$ cat src/rtl/find_max_pkg.sv
// Shared types for find_max and its feeder/checker.
// Latency: n/a (types and constant helpers only).
// Backpressure: n/a.
package find_max_pkg;

  // Feeder sequencing: load/idle, stream values, wait for done, report.
  typedef enum logic [1:0] {
    IDLE   = 2'd0,
    STREAM = 2'd1,
    WAIT   = 2'd2,
    RESULT = 2'd3
  } feeder_state_t;

  // find_max's own two-state machine. The FM_ prefix keeps these names
  // distinct from the feeder's IDLE inside one package scope.
  typedef enum logic {
    FM_IDLE = 1'b0,
    FM_WORK = 1'b1
  } state_t;

  // Width of a counter that must hold values 0..n inclusive.
  function automatic int cnt_width(input int n);
    return $clog2(n) + 1;
  endfunction

  // Width of an index into an n-entry array.
  function automatic int addr_width(input int n);
    return (n > 1) ? $clog2(n) : 1;
  endfunction

endpackage

$ cat src/rtl/find_max_feed_buf.sv
// Value buffer: DEPTH x WIDTH registers, one sync write port, one async read port.
// Latency: write visible on the read port the cycle after the write edge; read is combinational.
// Backpressure: none; the caller only writes when a free slot exists.
// Ports: clk; we/waddr/wdata write port; raddr in, rdata out (combinational).
module find_max_feed_buf
  import find_max_pkg::*;
#(
  parameter int WIDTH = 8,
  parameter int DEPTH = 16
) (
  input  logic                         clk,
  input  logic                         we,
  input  logic [addr_width(DEPTH)-1:0] waddr,
  input  logic [WIDTH-1:0]             wdata,
  input  logic [addr_width(DEPTH)-1:0] raddr,
  output logic [WIDTH-1:0]             rdata
);

  logic [WIDTH-1:0] mem_q [DEPTH];

  // Storage needs no reset: the owner's count gates which entries are valid.
  always_ff @(posedge clk) begin
    if (we) begin
      mem_q[waddr] <= wdata;
    end
  end

  assign rdata = mem_q[raddr];

endmodule

$ cat src/rtl/find_max_feeder.sv
// Drives a find_max instance from a host-loaded buffer and checks its reported max.
// Latency: go at edge 0 -> start on cycles 1..N, done sampled cycle N+1, res_valid cycle N+2.
// Backpressure: writes accepted only in IDLE while not full (wr_ready); go/clr/wr_en ignored while busy.
// Ports: host load (wr_en/wr_data/wr_ready/clr/count), control (go/busy),
//        find_max side (start/data out, done/max_val in), result (res_*).
module find_max_feeder
  import find_max_pkg::*;
#(
  parameter int WIDTH   = 8,
  parameter int DEPTH   = 16,
  parameter int TIMEOUT = 8
) (
  input  logic                        clk,
  input  logic                        rst_n,
  input  logic                        wr_en,
  input  logic [WIDTH-1:0]            wr_data,
  output logic                        wr_ready,
  input  logic                        clr,
  input  logic                        go,
  output logic [$clog2(DEPTH):0]      count,
  output logic                        busy,
  output logic                        start,
  output logic [WIDTH-1:0]            data,
  input  logic                        done,
  input  logic [WIDTH-1:0]            max_val,
  output logic                        res_valid,
  output logic [WIDTH-1:0]            res_max,
  output logic                        res_timeout,
  output logic                        res_mismatch
);

  localparam int CW = cnt_width(DEPTH);
  localparam int AW = addr_width(DEPTH);
  localparam int TW = cnt_width(TIMEOUT);
  localparam logic [CW-1:0] FULL_CNT = CW'(DEPTH);
  localparam logic [TW-1:0] WAIT_LAST = TW'(TIMEOUT - 1);

  feeder_state_t    state_q, state_d;
  logic [CW-1:0]    count_q, count_d;
  logic [CW-1:0]    idx_q, idx_d;
  logic [TW-1:0]    wcnt_q, wcnt_d;
  logic [WIDTH-1:0] exp_max_q, exp_max_d;
  logic             start_q, start_d;
  logic [WIDTH-1:0] data_q, data_d;
  logic             res_valid_q, res_valid_d;
  logic [WIDTH-1:0] res_max_q, res_max_d;
  logic             res_timeout_q, res_timeout_d;
  logic             res_mismatch_q, res_mismatch_d;

  logic             full;
  logic             wr_accept;
  logic [AW-1:0]    rd_addr;
  logic [WIDTH-1:0] rd_data;

  assign full      = (count_q == FULL_CNT);
  assign wr_ready  = (state_q == IDLE) && !full;
  // clr takes priority over a coincident write.
  assign wr_accept = wr_en && wr_ready && !clr;
  assign busy      = (state_q != IDLE);

  // idx_q always holds the index of the next value to present; on go the
  // first value comes from entry 0, so the read port points there in IDLE.
  assign rd_addr = (state_q == STREAM) ? idx_q[AW-1:0] : '0;

  find_max_feed_buf #(
    .WIDTH (WIDTH),
    .DEPTH (DEPTH)
  ) u_buf (
    .clk   (clk),
    .we    (wr_accept),
    .waddr (count_q[AW-1:0]),
    .wdata (wr_data),
    .raddr (rd_addr),
    .rdata (rd_data)
  );

  always_comb begin
    state_d        = state_q;
    count_d        = count_q;
    idx_d          = idx_q;
    wcnt_d         = wcnt_q;
    exp_max_d      = exp_max_q;
    start_d        = start_q;
    data_d         = data_q;
    res_valid_d    = 1'b0;
    res_max_d      = res_max_q;
    res_timeout_d  = res_timeout_q;
    res_mismatch_d = res_mismatch_q;

    unique case (state_q)
      IDLE: begin
        if (clr) begin
          count_d   = '0;
          exp_max_d = '0;
        end else begin
          if (wr_accept) begin
            count_d   = count_q + CW'(1);
            exp_max_d = (wr_data > exp_max_q) ? wr_data : exp_max_q;
          end
          if (go && (count_q != '0)) begin
            state_d = STREAM;
            start_d = 1'b1;
            data_d  = rd_data;
            idx_d   = CW'(1);
          end
        end
      end

      STREAM: begin
        // idx_q == count_q means the last stored value was presented in
        // the cycle now ending, so start drops from the next cycle.
        if (idx_q == count_q) begin
          state_d = WAIT;
          start_d = 1'b0;
          data_d  = '0;
          wcnt_d  = '0;
        end else begin
          data_d = rd_data;
          idx_d  = idx_q + CW'(1);
        end
      end

      WAIT: begin
        if (done) begin
          state_d        = RESULT;
          res_valid_d    = 1'b1;
          res_max_d      = max_val;
          res_timeout_d  = 1'b0;
          res_mismatch_d = (max_val != exp_max_q);
        end else if (wcnt_q == WAIT_LAST) begin
          state_d        = RESULT;
          res_valid_d    = 1'b1;
          res_max_d      = '0;
          res_timeout_d  = 1'b1;
          res_mismatch_d = 1'b1;
        end else begin
          wcnt_d = wcnt_q + TW'(1);
        end
      end

      RESULT: begin
        state_d = IDLE;
      end

      default: begin
        state_d = IDLE;
      end
    endcase
  end

  always_ff @(posedge clk or negedge rst_n) begin
    if (!rst_n) begin
      state_q        <= IDLE;
      count_q        <= '0;
      idx_q          <= '0;
      wcnt_q         <= '0;
      exp_max_q      <= '0;
      start_q        <= 1'b0;
      data_q         <= '0;
      res_valid_q    <= 1'b0;
      res_max_q      <= '0;
      res_timeout_q  <= 1'b0;
      res_mismatch_q <= 1'b0;
    end else begin
      state_q        <= state_d;
      count_q        <= count_d;
      idx_q          <= idx_d;
      wcnt_q         <= wcnt_d;
      exp_max_q      <= exp_max_d;
      start_q        <= start_d;
      data_q         <= data_d;
      res_valid_q    <= res_valid_d;
      res_max_q      <= res_max_d;
      res_timeout_q  <= res_timeout_d;
      res_mismatch_q <= res_mismatch_d;
    end
  end

  assign count        = count_q;
  assign start        = start_q;
  assign data         = data_q;
  assign res_valid    = res_valid_q;
  assign res_max      = res_max_q;
  assign res_timeout  = res_timeout_q;
  assign res_mismatch = res_mismatch_q;

endmodule

$ cat config.mk
export PLATFORM = sky130hd
export DESIGN_NAME = find_max_feeder
export DESIGN_NICKNAME = d
export VERILOG_FILES = /design/src/rtl/find_max_pkg.sv /design/src/rtl/find_max_feed_buf.sv /design/src/rtl/find_max_feeder.sv
export SDC_FILE = /design/constraint.sdc
export NUM_CORES = 1
export LEC_CHECK = 0
export BUFFER_PORTS_ARGS = -buffer_cell sky130_fd_sc_hd__clkbuf_2
export CAP_MARGIN = 20
export CORE_MARGIN = 4
export CORE_UTILIZATION = 55
export CTS_CLUSTER_DIAMETER = 40
export DETAILED_ROUTE_END_ITERATION = 8
export GPL_TIMING_DRIVEN = 0
export PLACE_DENSITY = 0.78
export SYNTH_ARGS = -nofsm -noshare
export SYNTH_HDL_FRONTEND = slang
export SYNTH_SLANG_ARGS = --single-unit
export TNS_END_PERCENT = 50
$ cat constraint.sdc
create_clock -name clk -period 3 [get_ports clk]
set_input_delay 0.45 -clock clk [delete_from_list [all_inputs] [get_ports clk]]
set_output_delay 0.45 -clock clk [all_outputs]
set_load 0.05 [all_outputs]
==> out/summary.txt <==
Initial antenna violation count = 0
Via Count = 5326
Clock H-tree levels = 4
Setup CP Type = flip-flop to flip-flop
CTS sink cnt = 172
Hold Crit Class = input port to asynchronous set/reset pin
Synth top area share = 0.4879
Die H = 127.7 µm
Later-pin clock latency in the skew report = 430 ps
Post-synth EDFFs = 128
Main area contributors after synthesis = edfxtp_1 49%, dfrtp_1 14%, mux4_2 4.6%, ha_1 2.9%, a21oi_1 2.4%
Layout overhead on the synthesized area = 14.05%
Routed vias/inst = 6.207
Final setup vio count = 0
CP Max Fanout = 10
Total track usage = 0.2400
FP Rows = 43
Inserted Diodes = 0
Comb power frac = 0.389
CP startpoint kind = flip-flop
Inserted Clock Buffers = 17
Final #Nets = 705
Number of global-route vias before repair = 5290
Sw power = 0.003328 W
Final worst slack = 183.2 ps
Switching share of power = 0.3817
Internal = 0.005391 W
Worst R2R Path Depth = 9
Critical Path RT = 3280 ps
Synth async-reset ratio = 0.2558
Hold buffers post-CTS = 0
P_leak = 3.431 nW
Root Driver = clkbuf_16
Number of synthesized register bits = 172
Clock Power Share = 0.260
Fin util = 0.6449
Antenna Nets Post-Route = 0
Multi-input logic area = 2685 µm²
Status = finished, violations left
Worst reg2reg setup slack = 180 ps
Synthesized instance count = 596
Max_slew headroom = 0.4554
Post-Syn Nets = 636
GPL Wtd Cong = 0.8676
CP endpoint = data[5]$_DFFE_PN0P_
Die Width = 127.7 µm
Pwr Density = 970.3 nW/µm²
I/O Pins = 49
Post-place setup slack = 99.06 ps
Wire per inst = 21.86 µm
RSZ-0062 raised after global routing = false
IO buf count = 48
CTS Buffer Depth = 2
Synthesized area per cell = 13.22 µm²
Peak supply drop = 0.5003 mV
Reg-to-Reg Start = state_q[1]$_DFFE_PN0P_
Post-synth top flop = edfxtp_1
1st-iter DRT viols = 612
Worst r2r dst = data[5]$_DFFE_PN0P_
Congestion Overflow GR = 0
Critical path capture point type = flip-flop
Core area = 13930 µm²
YS warnings = 0
Post-Route WL = 18760 µm
Fillcell total = 1027
Global-route wire length before repair = 29460 µm
Tcrit/Tclk final = 0.9389
Max_cap viols = 0
Final Hold Vio Count = 6
Fmax = 355.0 MHz
Synth area leader = edfxtp_1
DRC = 0
Pre-antenna DRT Iters = 5
Skew final = 5.504 ps
Largest net degree at the start of global routing = 27
Slew Viols, Final = 0
Worst Path Arrival = 3090 ps
Die area = 16300 µm²
Clk pin slew, worst setup/hold paths = 60 ps
CTS tree = yes
Final critical-path required period = 2817 ps
Initial Utilization = 0.5654
CP Launch Point = state_q[1]$_DFFE_PN0P_
Hold_ws = -6.339 ps
Dpl hpwl = 12790 µm
Post-Syn Area = 7879 µm²
Post-synth cell types = 54
Worst slew pin tran = 816.0 ps
Register Area = 4945 µm²
Violated checks = hold timing
Layout cells sized above 1 = 0.1858
Seq/Total Area, Yosys = 0.6276
Sequential share of power = 0.351
[critical path, stage by stage (launching register included)]
cell,delay (ps)
dfrtp_1,390
inv_1,100
ha_1,380
buf_2,300
clkbuf_1,390
buf_2,340
buf_2,300
a21oi_1,100
o22ai_1,230
o211ai_1,120
[sequential cells by signal, indices dropped and copies added, names as in the netlist]
register,cells
u_buf.mem_q,128
data,8
exp_max_q,8
res_max,8
count,5
idx_q,5
wcnt_q,4
state_q,2
res_mismatch,1
res_timeout,1
res_valid,1
start,1
[how the worst min path moves through the flow]
stage,to,cells past startpoint
2_1_floorplan,count[0]$_DFFE_PN0P_,0
3_3_place_gp,res_timeout$_DFFE_PN0P_,2
3_5_place_dp,wcnt_q[2]$_DFFE_PN0P_,1
4_1_cts,wcnt_q[2]$_DFFE_PN0P_,1
5_1_grt,wcnt_q[0]$_DFFE_PN0P_,1
6_report,wcnt_q[2]$_DFFE_PN0P_,1
[routing by layer]
metal	routed length, µm	GRT usage	vias to the layer above
met5	0	0	-
met4	592	0.1024	0
met3	1451	0.04167	43
met2	9099	0.3819	279
met1	7614	0.3302	2618
li1	-	-	2386
[layout make-up]
type                            count  area share
Multi-Input combinational cell    361      0.2988
Buffer                             31     0.01532
Clock buffer                       20     0.04859
Sequential cell                   172      0.5503
Timing Repair Buffer               50     0.02952
Inverter                           32     0.01337
Clock inverter                     12     0.01908
Tap cell                          180     0.02506
[Yosys cell counts, drive strengths merged, types with 18 or more instances]
cell,count
a21oi,38
and2,26
clkbuf,20
dfrtp,44
edfxtp,128
ha,18
inv,32
nand2,30
nor2,25
o21ai,29
[cells by family after synthesis]
kind of cell / Yosys count / share of synthesized area
xor+xnor: 16 / 0.01779
compound gates: 133 / 0.1102
mux: 34 / 0.07003
flops: 172 / 0.6276
buf+inv: 63 / 0.03271
fa+ha+maj: 18 / 0.02859
simple gates: 160 / 0.1131
[per-stage QoR]
| step | instance area, µm² | TNS (ps) | total power, W | hold WS [ps] | instances |
|---|---|---|---|---|---|
| after global routing | 8986 | 0 | 0.009141 | 12.22 | 858 |
| after global placement | 8344 | -1595 | 0.006295 | 481.2 | 824 |
| after CTS | 8977 | 0 | 0.008704 | 3.838 | 858 |
| after detailed placement | 8369 | 0 | 0.006449 | 472.5 | 826 |
| final | 8986 | 0 | 0.008719 | -6.339 | 858 |
| after floorplan | 7879 | 0 | 0.005485 | 154.4 | 596 |
[power groups by stage]
stage | Combinational [W] | Clock (W) | Sequential, W
after floorplan | 0.00202 | 0 | 0.00346
after global placement | 0.00321 | 0 | 0.00308
after detailed placement | 0.00335 | 0 | 0.00310
after CTS | 0.00336 | 0.00229 | 0.00306
after global routing | 0.00366 | 0.00239 | 0.00309
final | 0.00339 | 0.00227 | 0.00306
[cell usage in the layout (no fill, tap or decap), drive strengths merged, types with 5 or more instances in the layout]
| master | instances |
|---|---|
| a21oi | 38 |
| a211oi | 9 |
| clkbuf | 88 |
| and3 | 11 |
| nand2b | 16 |
| o22ai | 16 |
| mux2i | 9 |
| nor2 | 25 |
| xnor2 | 10 |
| mux4 | 16 |
| or3 | 10 |
| and2 | 26 |
| inv | 32 |
| o311ai | 5 |
| buf | 13 |
| edfxtp | 128 |
| dfrtp | 44 |
| ha | 18 |
| nand2 | 30 |
| o211ai | 11 |
| nand3 | 13 |
| o21ai | 29 |
| or4 | 7 |
| xor2 | 6 |
| mux2 | 9 |
| a22o | 8 |
[repair_timing]
action | 4_1_cts | 5_1_grt
endpoints found under the hold margin | 0 | 0
resized for setup | 0 | 4
endpoints found under the setup margin | 0 | 30
setup buffers | 0 | 0
Note: power is estimated with default switching activity, not from simulation.
